==> src/rtl/word_slice_serializer_if.sv <==
// Word-in / slice-out handshake bundle for word_slice_serializer.
// The master side is the word producer plus slice consumer; the slave side is the serializer.
interface word_slice_serializer_if #(
    parameter int WORD_W  = 16,
    parameter int SLICE_W = 8
);
    localparam int NSLICE = WORD_W / SLICE_W;
    localparam int IDX_W  = (NSLICE > 2) ? $clog2(NSLICE) : 1;

    logic               in_valid;
    logic               in_ready;
    logic [WORD_W-1:0]  in_word;
    logic [1:0]         in_mode;
    logic               out_valid;
    logic               out_ready;
    logic [SLICE_W-1:0] out_slice;
    logic [IDX_W-1:0]   out_idx;
    logic               out_last;

    modport master (
        output in_valid, in_word, in_mode, out_ready,
        input  in_ready, out_valid, out_slice, out_idx, out_last
    );

    modport slave (
        input  in_valid, in_word, in_mode, out_ready,
        output in_ready, out_valid, out_slice, out_idx, out_last
    );
endinterface

==> src/rtl/word_slice_serializer.sv <==
// Splits WORD_W-bit words into SLICE_W-bit slices in a per-word order
// (MSB-first, LSB-first, legacy single-slice select, MSB-first skipping zero slices).
module word_slice_serializer #(
    parameter int WORD_W  = 16,
    parameter int SLICE_W = 8
) (
    input logic                    clk,
    input logic                    rst,
    word_slice_serializer_if.slave bus
);
    localparam int NSLICE = WORD_W / SLICE_W;
    localparam int IDX_W  = (NSLICE > 2) ? $clog2(NSLICE) : 1;

    localparam logic [0:0] ST_IDLE = 1'b0;
    localparam logic [0:0] ST_EMIT = 1'b1;

    localparam logic [1:0] MODE_MSB   = 2'd0;
    localparam logic [1:0] MODE_LSB   = 2'd1;
    localparam logic [1:0] MODE_SEL   = 2'd2;
    localparam logic [1:0] MODE_SKIPZ = 2'd3;

    logic [0:0]         state_r;
    logic [WORD_W-1:0]  wordHeld_r;
    logic [1:0]         modeHeld_r;
    logic [NSLICE-1:0]  maskHeld_r;
    logic [SLICE_W-1:0] outSlice_r;
    logic [IDX_W-1:0]   outIdx_r;
    logic               outLast_r;

    logic [NSLICE-1:0]  inMask_s;
    logic [IDX_W:0]     inHi_s;
    logic [IDX_W:0]     inLo_s;
    logic [IDX_W-1:0]   firstIdx_s;
    logic               firstLast_s;
    logic [IDX_W:0]     heldHi_s;
    logic [IDX_W:0]     heldLo_s;
    logic [IDX_W-1:0]   nextIdx_s;
    logic               nextLast_s;
    logic               inReady_s;
    logic               acceptWord_s;
    logic               advance_s;
    logic               finish_s;

    function automatic logic [SLICE_W-1:0] sliceOf(input logic [WORD_W-1:0] w,
                                                   input logic [IDX_W-1:0]  k);
        logic [SLICE_W-1:0] res;
        res = {SLICE_W{1'b0}};
        for (int i = 0; i < NSLICE; i++) begin
            res = (k == IDX_W'(i)) ? w[i*SLICE_W +: SLICE_W] : res;
        end
        return res;
    endfunction

    function automatic logic [NSLICE-1:0] nzMask(input logic [WORD_W-1:0] w);
        logic [NSLICE-1:0] res;
        res = {NSLICE{1'b0}};
        for (int i = 0; i < NSLICE; i++) begin
            res[i] = |w[i*SLICE_W +: SLICE_W];
        end
        return res;
    endfunction

    // Returns {found, index} of the highest set mask bit strictly below lim.
    function automatic logic [IDX_W:0] highestBelow(input logic [NSLICE-1:0] mask,
                                                    input int               lim);
        logic [IDX_W:0] res;
        res = {(IDX_W+1){1'b0}};
        for (int i = 0; i < NSLICE; i++) begin
            res = ((i < lim) && mask[i]) ? {1'b1, IDX_W'(i)} : res;
        end
        return res;
    endfunction

    // First beat of the word currently offered on the input side.
    always_comb begin
        inMask_s    = nzMask(bus.in_word);
        inHi_s      = highestBelow(inMask_s, NSLICE);
        inLo_s      = highestBelow(inMask_s, int'(inHi_s[IDX_W-1:0]));
        firstIdx_s  = IDX_W'(NSLICE-1);
        firstLast_s = 1'b0;
        case (bus.in_mode)
            MODE_MSB: begin
                firstIdx_s  = IDX_W'(NSLICE-1);
                firstLast_s = 1'b0;
            end
            MODE_LSB: begin
                firstIdx_s  = {IDX_W{1'b0}};
                firstLast_s = 1'b0;
            end
            MODE_SEL: begin
                firstIdx_s  = (bus.in_word[WORD_W-1] & bus.in_word[SLICE_W]) ?
                              {IDX_W{1'b0}} : IDX_W'(NSLICE-1);
                firstLast_s = 1'b1;
            end
            MODE_SKIPZ: begin
                // An all-zero word leaves inHi_s clear, so this yields slice 0 as the last beat.
                firstIdx_s  = inHi_s[IDX_W-1:0];
                firstLast_s = ~inLo_s[IDX_W];
            end
            default: begin
                firstIdx_s  = IDX_W'(NSLICE-1);
                firstLast_s = 1'b0;
            end
        endcase
    end

    // Following beat of the word being emitted.
    always_comb begin
        heldHi_s   = highestBelow(maskHeld_r, int'(outIdx_r));
        heldLo_s   = highestBelow(maskHeld_r, int'(heldHi_s[IDX_W-1:0]));
        nextIdx_s  = outIdx_r;
        nextLast_s = 1'b1;
        case (modeHeld_r)
            MODE_MSB: begin
                nextIdx_s  = outIdx_r - IDX_W'(1);
                nextLast_s = (outIdx_r == IDX_W'(1));
            end
            MODE_LSB: begin
                nextIdx_s  = outIdx_r + IDX_W'(1);
                nextLast_s = (outIdx_r == IDX_W'(NSLICE-2));
            end
            MODE_SKIPZ: begin
                nextIdx_s  = heldHi_s[IDX_W-1:0];
                nextLast_s = ~heldLo_s[IDX_W];
            end
            default: begin
                nextIdx_s  = outIdx_r;
                nextLast_s = 1'b1;
            end
        endcase
    end

    // Input acceptance; the last-beat term keeps streaming bubble-free.
    always_comb begin
        if (rst) begin
            inReady_s = 1'b0;
        end else begin
            inReady_s = (state_r == ST_IDLE) |
                        ((state_r == ST_EMIT) & outLast_r & bus.out_ready);
        end
        acceptWord_s = bus.in_valid & inReady_s;
        advance_s    = (state_r == ST_EMIT) & bus.out_ready & ~outLast_r;
        finish_s     = (state_r == ST_EMIT) & bus.out_ready & outLast_r;
    end

    // State, held word and registered slice outputs.
    always_ff @(posedge clk) begin
        if (rst) begin
            state_r    <= ST_IDLE;
            wordHeld_r <= {WORD_W{1'b0}};
            modeHeld_r <= 2'd0;
            maskHeld_r <= {NSLICE{1'b0}};
            outSlice_r <= {SLICE_W{1'b0}};
            outIdx_r   <= {IDX_W{1'b0}};
            outLast_r  <= 1'b0;
        end else if (acceptWord_s) begin
            state_r    <= ST_EMIT;
            wordHeld_r <= bus.in_word;
            modeHeld_r <= bus.in_mode;
            maskHeld_r <= inMask_s;
            outSlice_r <= sliceOf(bus.in_word, firstIdx_s);
            outIdx_r   <= firstIdx_s;
            outLast_r  <= firstLast_s;
        end else if (advance_s) begin
            outSlice_r <= sliceOf(wordHeld_r, nextIdx_s);
            outIdx_r   <= nextIdx_s;
            outLast_r  <= nextLast_s;
        end else if (finish_s) begin
            state_r    <= ST_IDLE;
        end else begin
            state_r    <= state_r;
        end
    end

    assign bus.in_ready  = inReady_s;
    assign bus.out_valid = (state_r == ST_EMIT);
    assign bus.out_slice = outSlice_r;
    assign bus.out_idx   = outIdx_r;
    assign bus.out_last  = outLast_r;

endmodule

==> src/flat_wrapper.sv <==
// flat-port wrapper written by rule: the top's interface ports become plain ports
module word_slice_serializer_flat 
#(
    parameter int WORD_W  = 16,
    parameter int SLICE_W = 8
)
  (clk, rst, bus_in_valid, bus_in_word, bus_in_mode, bus_out_ready, bus_in_ready, bus_out_valid, bus_out_slice, bus_out_idx, bus_out_last);
  word_slice_serializer_if #(.WORD_W(WORD_W), .SLICE_W(SLICE_W)) bus_i ();
  input logic clk;
  input logic rst;
  input wire logic [$bits(bus_i.in_valid)-1:0] bus_in_valid;
  input wire logic [$bits(bus_i.in_word)-1:0] bus_in_word;
  input wire logic [$bits(bus_i.in_mode)-1:0] bus_in_mode;
  input wire logic [$bits(bus_i.out_ready)-1:0] bus_out_ready;
  output wire logic [$bits(bus_i.in_ready)-1:0] bus_in_ready;
  output wire logic [$bits(bus_i.out_valid)-1:0] bus_out_valid;
  output wire logic [$bits(bus_i.out_slice)-1:0] bus_out_slice;
  output wire logic [$bits(bus_i.out_idx)-1:0] bus_out_idx;
  output wire logic [$bits(bus_i.out_last)-1:0] bus_out_last;
  assign bus_i.in_valid = bus_in_valid;
  assign bus_i.in_word = bus_in_word;
  assign bus_i.in_mode = bus_in_mode;
  assign bus_i.out_ready = bus_out_ready;
  assign bus_in_ready = bus_i.in_ready;
  assign bus_out_valid = bus_i.out_valid;
  assign bus_out_slice = bus_i.out_slice;
  assign bus_out_idx = bus_i.out_idx;
  assign bus_out_last = bus_i.out_last;
  word_slice_serializer #(.WORD_W(WORD_W), .SLICE_W(SLICE_W)) u_core (.clk(clk), .rst(rst), .bus(bus_i));
endmodule
==> config.mk <==
export PLATFORM = sky130hd
export DESIGN_NAME = word_slice_serializer_flat
export DESIGN_NICKNAME = d
export VERILOG_FILES = /design/src/rtl/word_slice_serializer_if.sv /design/src/rtl/word_slice_serializer.sv /design/src/flat_wrapper.sv
export SDC_FILE = /design/constraint.sdc
export NUM_CORES = 1
export LEC_CHECK = 0
export CAP_MARGIN = 20
export CORE_ASPECT_RATIO = 0.6
export CORE_MARGIN = 5
export CORE_UTILIZATION = 54
export CTS_CLUSTER_DIAMETER = 80
export CTS_CLUSTER_SIZE = 30
export DETAILED_ROUTE_END_ITERATION = 7
export GPL_TIMING_DRIVEN = 1
export PLACE_DENSITY_LB_ADDON = 0.05
export SYNTH_ARGS = -nofsm -noshare
export SYNTH_HDL_FRONTEND = slang
export SYNTH_SLANG_ARGS = --single-unit
export TNS_END_PERCENT = 10
==> constraint.sdc <==
create_clock -name clk -period 3 [get_ports clk]
set_clock_uncertainty 0.05 [all_clocks]
set_input_delay 0.6 -clock clk [delete_from_list [all_inputs] [get_ports clk]]
set_output_delay 0.6 -clock clk [all_outputs]
set_load 0.02 [all_outputs]
== After elaboration in Yosys (flattened, before gate mapping) ==
Index checks and enable logic that the tools add are counted.

* $lt $le $gt $ge: 2
* Add/subtract/negate cells: 2
* Multiplexer cells: 20
* Bitwise logic cells: 13
* Equality and inequality tests: 6
* Reductions and logical operators: 10

{| class="wikitable"
|+ Operators with widths
! operator !! count
|-
| 2-to-1 mux 8 bit || 4
|-
| OR reduction 8 bit || 2
|-
| 2-to-1 mux 1 bit || 10
|-
| case mux 1 bit (3 select lines) || 3
|-
| bitwise AND 1 bit || 7
|-
| == test 2 bit (second input constant) || 3
|-
| NOT 1 bit || 5
|-
| == test 2 x 1 -> 1 bit (second input constant) || 2
|-
| zero test 2 bit || 2
|-
| 2-to-1 mux 2 bit || 2
|-
| case mux 1 bit (4 select lines) || 1
|-
| nonzero test 2 bit || 2
|-
| logical AND 1 bit || 2
|-
| inequality test 2 x 1 -> 1 bit (second input constant) || 1
|-
| AND reduction 2 bit || 1
|-
| OR reduction 2 bit || 1
|-
| adder 1 bit (second input constant) || 1
|-
| less-than comparator 1 bit (first input constant) || 1
|-
| less-than comparator 1 bit (both inputs constant) || 1
|-
| bitwise OR 1 bit || 1
|-
| subtractor 1 bit (second input constant) || 1
|}

* Bits of input ports: 22
* Logic and storage cells: 60
* Register bits: 30

== Logic depth before layout (Yosys ltp) ==
Gate-level depths: netlist (run 1).

* Depth in word-level cells: 8
* Mapped depth: 7
* Mapped depth without buffers: 4

== Least setup slack after synthesis (run 1) ==
No wires, ideal clock.

* Kind: input -> register
* Start point: in bus_in_word[11]
* End point: reg u_core.outSlice_r[1] (netlist: u_core.bus.out_slice[1])
* Data required time: 2871 ps
* Path buffers: 2
* Arrival: 2036 ps
* Slack: 836 ps
* Stages on the path: 6
* Library setup time: 79 ps
* Path through: or4_4 > or3_1 > buf_6 > and2_4 > buf_6 > o221ai_2

* Cells in the longest elaborated chain, start to end: 5

{| class="wikitable"
|+ RTL lines
! item !! RTL line !! source
|-
| start, declared || flat_wrapper.sv:12 || <nowiki>input wire logic [$bits(bus_i.in_word)-1:0] bus_in_word;</nowiki>
|-
| OR reduction 8 bit || word_slice_serializer.sv:58 || <nowiki>res[i] = |w[i*SLICE_W +: SLICE_W];</nowiki>
|-
| 2-to-1 mux 1 bit || word_slice_serializer.sv:69 || <nowiki>res = ((i < lim) && mask[i]) ? {1'b1, IDX_W'(i)} : res;</nowiki>
|-
| case mux 1 bit (4 select lines) || word_slice_serializer.sv:81 || <nowiki>case (bus.in_mode)</nowiki>
|-
| 2-to-1 mux 8 bit || word_slice_serializer.sv:49 || <nowiki>res = (k == IDX_W'(i)) ? w[i*SLICE_W +: SLICE_W] : res;</nowiki>
|-
| 2-to-1 mux 8 bit || word_slice_serializer.sv:156 || <nowiki>end else if (acceptWord_s) begin</nowiki>
|-
| end signal, assigned || word_slice_serializer.sv:153 || <nowiki>outSlice_r <= {SLICE_W{1'b0}};</nowiki>
|-
| end signal, assigned || word_slice_serializer.sv:161 || <nowiki>outSlice_r <= sliceOf(bus.in_word, firstIdx_s);</nowiki>
|-
| end signal, assigned || word_slice_serializer.sv:165 || <nowiki>outSlice_r <= sliceOf(wordHeld_r, nextIdx_s);</nowiki>
|-
| end, declared || word_slice_serializer.sv:26 || <nowiki>logic [SLICE_W-1:0] outSlice_r;</nowiki>
|}

Every way passes these cells.
A chain may end at the register's enable or synchronous reset.

== Final worst setup path (run 1) ==
* Start point: in bus_out_ready
* End point: out bus_in_ready

* Cells in the longest elaborated chain, start to end: 3

{| class="wikitable"
|+ RTL lines
! item !! RTL line !! source
|-
| start, declared || flat_wrapper.sv:14 || <nowiki>input wire logic [$bits(bus_i.out_ready)-1:0] bus_out_ready;</nowiki>
|-
| bitwise AND 1 bit || word_slice_serializer.sv:139 || <nowiki>((state_r == ST_EMIT) & outLast_r & bus.out_ready);</nowiki>
|-
| bitwise OR 1 bit || word_slice_serializer.sv:138 || <nowiki>inReady_s = (state_r == ST_IDLE) |</nowiki>
|-
| 2-to-1 mux 1 bit || word_slice_serializer.sv:135 || <nowiki>if (rst) begin</nowiki>
|-
| end, declared || flat_wrapper.sv:15 || <nowiki>output wire logic [$bits(bus_i.in_ready)-1:0] bus_in_ready;</nowiki>
|}

Every way passes these cells.

==> results.sh, run 1 <==
export IMPL_outcome="complete, no violations"
export IMPL_regToRegStartpoint="u_core.bus.out_valid$_SDFFE_PP0P_"
export IMPL_synth_compound_area_share_pct=24.3
export IMPL_regArea_um2=581
export IMPL_vdd_drop_max_mv=0.274
export IMPL_dr_first_iter_drc_count=106
export IMPL_ioPinCount=34
export IMPL_grt_start_max_net_pins=56
export IMPL_cp_slowest_stage_delay_ns=0.55
export IMPL_synth_avg_cell_area_um2=8.55
export IMPL_ant_nets=0
export IMPL_grt_overflow=0
export IMPL_cp_data_required_time_ns=2.35
export IMPL_grt_util_all_layers_pct=22.1
export IMPL_path_common_cell="clkdlybuf4s50_1"
export IMPL_critPathCaptureType="output port"
export IMPL_crit_start="bus_out_ready"
export IMPL_wl_per_cell_um=16.0
export IMPL_synthAdderAreaFrac_pct=0
export IMPL_synthCells=187
export IMPL_maxClockFrequency_mhz=356
export IMPL_synth_top_family_by_area="simple AND/OR/NAND/NOR gates"
export IMPL_grt_pass1_wl_mm=6.85
export IMPL_async_flop_share_pct=0
export IMPL_dieHeight_um=52.2
export IMPL_synthMuxAreaShare_pct=0.626
export IMPL_synth_xor_area_share_pct=0.548
export IMPL_crit_type="in -> out"
export IMPL_worst_slew_pin_slew_ns=0.641
export IMPL_vias_per_cell=5.81
export IMPL_n_fill_cell=233
export IMPL_route_detailed_drc=0
export IMPL_cp_arrival_ns=2.16
export IMPL_layout_common_cells="clkdlybuf4s50_1 (33), dfxtp_1 (29), nand2_1 (27)"
export IMPL_setup_violations=0
export IMPL_ctsHoldBuffers=0
export IMPL_syn_to_final_growth_pct=26.1
export IMPL_die_area_um2=4190
export IMPL_leakage_nw=0.689
export IMPL_cts_resized=0
export IMPL_slowest_stage="clkdlybuf4s50_1"
export IMPL_yosysSeqAreaShare_pct=36.3
export IMPL_hold_ws_ns=0.431
export IMPL_rows=15
export IMPL_cp_top_family="buffers and inverters"
export IMPL_gp_congestion=0.822
export IMPL_min_delay_start="u_core.wordHeld_r[1]$_SDFFE_PP0P_"
export IMPL_fin_setup_tns_ns=0
export IMPL_synth_nets=209
export IMPL_drt_pass1_iterations=4
export IMPL_antenna_found_initial=0
export IMPL_vias=1499
export IMPL_layout_commonest_cell="clkdlybuf4s50_1"
export IMPL_crit_fanout=3
export IMPL_path_buf_inv=2
export IMPL_wl_mm=4.14
export IMPL_finalCritPeriodShare_pct=93.6
export IMPL_final_core_util_pct=70.7
export IMPL_drive_gt1_share_pct=11.1
export IMPL_layout_nets=237
export IMPL_diodes=0
export IMPL_ys_ff_latch=29
export IMPL_clock_latency_ns=0.28
export IMPL_cts_setup_buffers=0
export IMPL_synth_distinct_cells=34
export IMPL_rsz0062_at_grt="false"
export IMPL_cts_tree="built"
export IMPL_clockBufferDepth=2
export IMPL_root_buffer="clkbuf_8"
export IMPL_clkTransAtPathRegs_ns=0.06
export IMPL_cts_buffers=5
export IMPL_core_area_um2=2850
export IMPL_io_buffers=33
export IMPL_hold_viol=0
export IMPL_slew_violations=0
export IMPL_clock_sinks=29
export IMPL_hp_class="reg -> reg"
export IMPL_ys_warn_count=0
export IMPL_synthSimpleGateAreaFrac_pct=30.9
export IMPL_hpwl_mm=3.01
export IMPL_grt_pass1_vias=1414
export IMPL_multi_input_area_um2=908
export IMPL_crit_path_cell_trace="clkdlybuf4s50_1 > a21boi_0 > nor2_1 > clkdlybuf4s50_1"
export IMPL_synth_top_flop_cell="dfxtp_1"
export IMPL_start_util_pct=56.1
export IMPL_powerDensity_nw_per_um2=496
export IMPL_slew_headroom_pct=57.2
export IMPL_die_w_um=80.3
export IMPL_synth_edff_count=0
export IMPL_maxCapViolCount=0
export IMPL_worst_setup_path_start_kind="input port"
export IMPL_h_tree_depth=2
export IMPL_period_minus_slack_ns=2.81
export IMPL_synthesis_area_um2=1600
## per-layer routing
layer  GRT usage, %  vias to the layer above  wire [µm]
met2           30.5                       66       1690
met5              0                        -          0
met3           6.75                        9        365
met1           31.1                      680       2010
li1               -                      744          -
met4           9.83                        0         74
## registers in the layout, indices dropped and copies added, names as in the netlist
name and cells:
u_core.bus.out_idx 1, u_core.bus.out_last 1, u_core.bus.out_slice 8, u_core.bus.out_valid 1, u_core.modeHeld_r 2, u_core.wordHeld_r 16
## metrics by stage
step                      instances  power (W)  worst slack [ns]  area, µm²
after floorplan                 187   0.000561             0.836       1600
after global placement          250   0.000637             0.283       1910
after detailed placement        250   0.000644             0.183       1910
after CTS                       258    0.00100             0.183       2020
after global routing            258    0.00104            0.0504       2020
final                           258   0.000999             0.191       2020
## logic make-up (layout without fill, tap and decap cells)
group | count (synthesis) | after routing
compound gates | 50 | 50
simple gates | 89 | 89
mux | 1 | 1
buf+inv | 17 | 46
flops | 29 | 29
xor+xnor | 1 | 1
## final cells by class
cell class,instances,area share (%)
repair buffers,36,18.1
inverters,2,0.372
clock buffers,7,4.78
well taps,42,2.61
multi-input cells,141,45.1
flip-flops and latches,29,28.8
clock inverters,1,0.248
## cells in the mapped netlist, types with 2 or more instances
cell type / number / area, µm²
o211a_1: 6 / 60.1
o211ai_1: 6 / 45.0
dfxtp_1: 29 / 581
nor3_1: 3 / 15.0
nand3_1: 5 / 25.0
and3b_1: 3 / 26.3
nand3b_1: 4 / 30.0
buf_6: 7 / 78.8
nor2_1: 8 / 30.0
a21oi_1: 3 / 15.0
nand4_1: 12 / 75.1
o21ai_0: 19 / 95.1
o221ai_2: 6 / 90.1
a41oi_1: 2 / 17.5
or4_4: 2 / 22.5
a31o_2: 2 / 17.5
clkbuf_1: 8 / 30.0
nand2_1: 27 / 101
o221ai_1: 2 / 17.5
nand2b_1: 17 / 106
or4_1: 2 / 15.0
inv_1: 2 / 7.51
## path summary, 6_finish.rpt
check | to | slack (ns) | cells past startpoint
setup / recovery | bus_in_ready | 0.19 | 4
hold / removal | u_core.wordHeld_r[1]$_SDFFE_PP0P_ | 0.43 | 2
setup reg to reg | u_core.bus.out_slice[6]$_SDFFE_PP0P_ | 1.31 | 5
hold reg to reg | u_core.wordHeld_r[1]$_SDFFE_PP0P_ | 0.43 | 2
## report_power, final
group | switching, W | total (W) | internal (W)
clock network | 0.000154 | 0.000361 | 0.000207
logic | 0.000104 | 0.000201 | 0.0000973
registers | 0.0000209 | 0.000437 | 0.000416
## tightest hold or removal path, stage by stage, from the launching register on
cell	delay, ns
dfxtp_1	0.31
nand2b_1	0.06
o21ai_0	0.06
(Power assumes the default switching activity.)
==> inputs of run 2 (changes only) <==
--- a/config.mk
+++ b/config.mk
@@ -8,7 +8,7 @@
 export CAP_MARGIN = 20
 export CORE_ASPECT_RATIO = 0.6
 export CORE_MARGIN = 5
-export CORE_UTILIZATION = 54
+export CORE_UTILIZATION = 50
 export CTS_CLUSTER_DIAMETER = 80
 export CTS_CLUSTER_SIZE = 30
 export DETAILED_ROUTE_END_ITERATION = 7
==> constraint.sdc (replaced) <==
create_clock -name clk -period 2.9 [get_ports clk]
set_clock_uncertainty 0.05 [all_clocks]
set_input_delay 0.58 -clock clk [delete_from_list [all_inputs] [get_ports clk]]
set_output_delay 0.58 -clock clk [all_outputs]
set_load 0.02 [all_outputs]
==> results.sh, run 2 (synthesized netlist as in run 1, its figures left out) <==
export IMPL_outcome="complete, no violations"
export IMPL_hp_class="reg -> reg"
export IMPL_layout_commonest_cell="clkdlybuf4s50_1"
export IMPL_leakage_nw=0.684
export IMPL_reg2reg_to="u_core.bus.out_slice[7]$_SDFFE_PP0P_"
export IMPL_grt_start_max_net_pins=56
export IMPL_clkTransAtPathRegs_ns=0.06
export IMPL_vias_per_cell=5.86
export IMPL_cp_arrival_ns=1.91
export IMPL_vias=1524
export IMPL_rows=15
export IMPL_regToRegStartpoint="u_core.bus.out_last$_SDFFE_PP0P_"
export IMPL_slew_violations=0
export IMPL_path_buf_inv=2
export IMPL_min_delay_start="u_core.wordHeld_r[3]$_SDFFE_PP0P_"
export IMPL_design_area_um2=2010
export IMPL_grt_util_all_layers_pct=20.8
export IMPL_drt_pass1_iterations=5
export IMPL_start_util_pct=53.9
export IMPL_grt_overflow=0
export IMPL_grt_pass1_vias=1402
export IMPL_die_area_um2=4470
export IMPL_io_buffers=33
export IMPL_antenna_found_initial=0
export IMPL_clock_latency_ns=0.27
export IMPL_cp_top_family="buffers and inverters"
export IMPL_wl_per_cell_um=16.5
export IMPL_diodes=0
export IMPL_gp_congestion=0.844
export IMPL_worst_slew_pin_slew_ns=0.526
export IMPL_largest_reg_flops=16
export IMPL_hpwl_mm=3.12
export IMPL_h_tree_depth=2
export IMPL_instances_no_fill=260
export IMPL_grt_pass1_wl_mm=7.25
export IMPL_dr_first_iter_drc_count=135
export IMPL_period_minus_slack_ns=2.54
export IMPL_layout_nets=239
export IMPL_root_buffer="clkbuf_8"
export IMPL_cts_buffers=5
export IMPL_crit_path_cell_trace="clkdlybuf4s50_1 > a21boi_0 > nor2_1 > clkdlybuf4s50_1"
export IMPL_hold_viol=0
export IMPL_fin_setup_tns_ns=0
export IMPL_powerDensity_nw_per_um2=488
export IMPL_critPathCaptureType="output port"
export IMPL_top_register="u_core.wordHeld_r"
export IMPL_ioPinCount=34
export IMPL_r2r_setup_slack_ns=1.19
export IMPL_die_w_um=83.0
export IMPL_drive_gt1_share_pct=10.6
export IMPL_dpl_cell_count=252
export IMPL_route_detailed_drc=0
export IMPL_crit_type="in -> out"
export IMPL_finalCritPeriodShare_pct=87.6
export IMPL_setup_violations=0
export IMPL_crit_fanout=3
export IMPL_cp_data_required_time_ns=2.27
export IMPL_power_w=0.000981
export IMPL_core_area_um2=2970
export IMPL_maxClockFrequency_mhz=394
export IMPL_path_common_cell="clkdlybuf4s50_1"
export IMPL_cp_slowest_stage_delay_ns=0.60
export IMPL_r2r_cells=6
export IMPL_cts_tree="built"
export IMPL_cts_setup_buffers=0
export IMPL_clockBufferDepth=2
export IMPL_dieHeight_um=53.8
export IMPL_worst_setup_path_start_kind="input port"
export IMPL_cts_resized=0
export IMPL_rsz0062_at_grt="false"
export IMPL_vdd_drop_max_mv=0.456
export IMPL_maxCapViolCount=0
export IMPL_layout_common_cells="clkdlybuf4s50_1 (33), dfxtp_1 (29), nand2_1 (27)"
export IMPL_clock_sinks=29
export IMPL_ant_nets=0
export IMPL_final_core_util_pct=67.8
export IMPL_min_to="u_core.wordHeld_r[3]$_SDFFE_PP0P_"
export IMPL_slowest_stage="clkdlybuf4s50_1"
export IMPL_place_area_um2=1930
export IMPL_wl_mm=4.28
export IMPL_ctsHoldBuffers=0
export IMPL_holdPathStages=2
export IMPL_slew_headroom_pct=65.0
export IMPL_syn_to_final_growth_pct=25.7
run 2: changes by cell type in the layout (fill, tap and decap cells not counted):
cell      previous run  this run
clkbuf_1             0         3
buf_4                2         4
clkbuf_8             7         5
clkinv_2             1         0
run 2: layer usage:
metal | global-route usage, % | part of all wire [%] | vias up | wire length (µm)
li1 | - | - | 747 | -
met1 | 29.0 | 48 | 716 | 2040
met2 | 32.8 | 43 | 59 | 1850
met3 | 5.20 | 8.7 | 2 | 372
met4 | 4.35 | 0.42 | 0 | 18
met5 | 0 | 0 | - | 0
run 2: worst register-to-register path: cells and delay by family, from the launching register on:
family          cells  cell delay, ns
compound gates      3            0.56
buf+inv             2            0.42
flops               1            0.39
simple gates        1            0.21
run 2: layout make-up:
type	count	area, µm²
Clock buffer	8	80.1
Multi-Input combinational cell	141	908
Fill cell	264	956
Tap cell	42	52.6
Inverter	2	7.51
Timing Repair Buffer	38	380
Sequential cell	29	581
run 2: how the worst max path moves through the flow:
| stage | start | end | slack (ns) | depth (start not counted) |
|---|---|---|---|---|
| 2_1_floorplan | bus_in_word[11] | u_core.bus.out_slice[1]$_SDFFE_PP0P_ | 0.76 | 6 |
| 3_3_place_gp | bus_in_word[15] | u_core.bus.out_slice[3]$_SDFFE_PP0P_ | 0.32 | 5 |
| 3_5_place_dp | bus_in_word[15] | u_core.bus.out_slice[3]$_SDFFE_PP0P_ | 0.24 | 5 |
| 4_1_cts | bus_out_ready | bus_in_ready | 0.34 | 4 |
| 5_1_grt | bus_out_ready | bus_in_ready | 0.25 | 4 |
| 6_report | bus_out_ready | bus_in_ready | 0.36 | 4 |
run 2: report_power, final:
| group | total [W] | switching (W) | internal (W) |
|---|---|---|---|
| Clock | 0.000316 | 0.000146 | 0.000170 |
| Combinational | 0.000213 | 0.000110 | 0.000103 |
| Sequential | 0.000452 | 0.0000222 | 0.000430 |
| Total | 0.000981 | 0.000278 | 0.000703 |
run 2: per-stage QoR:
stage / hold WS (ns) / worst slack [ns]
floorplan: 0.399 / 0.756
global placement: 0.412 / 0.317
detailed placement: 0.417 / 0.239
CTS: 0.431 / 0.343
global route: 0.441 / 0.251
finish: 0.428 / 0.360
==> inputs of run 3 (changes only) <==
--- a/config.mk
+++ b/config.mk
@@ -14,6 +14,7 @@
 export DETAILED_ROUTE_END_ITERATION = 7
 export GPL_TIMING_DRIVEN = 1
 export PLACE_DENSITY_LB_ADDON = 0.05
+export SLEW_MARGIN = 20
 export SYNTH_ARGS = -nofsm -noshare
 export SYNTH_HDL_FRONTEND = slang
 export SYNTH_SLANG_ARGS = --single-unit
==> results of run 3 <==
The final DEF is identical to that of run 2; final timing and power are the same.
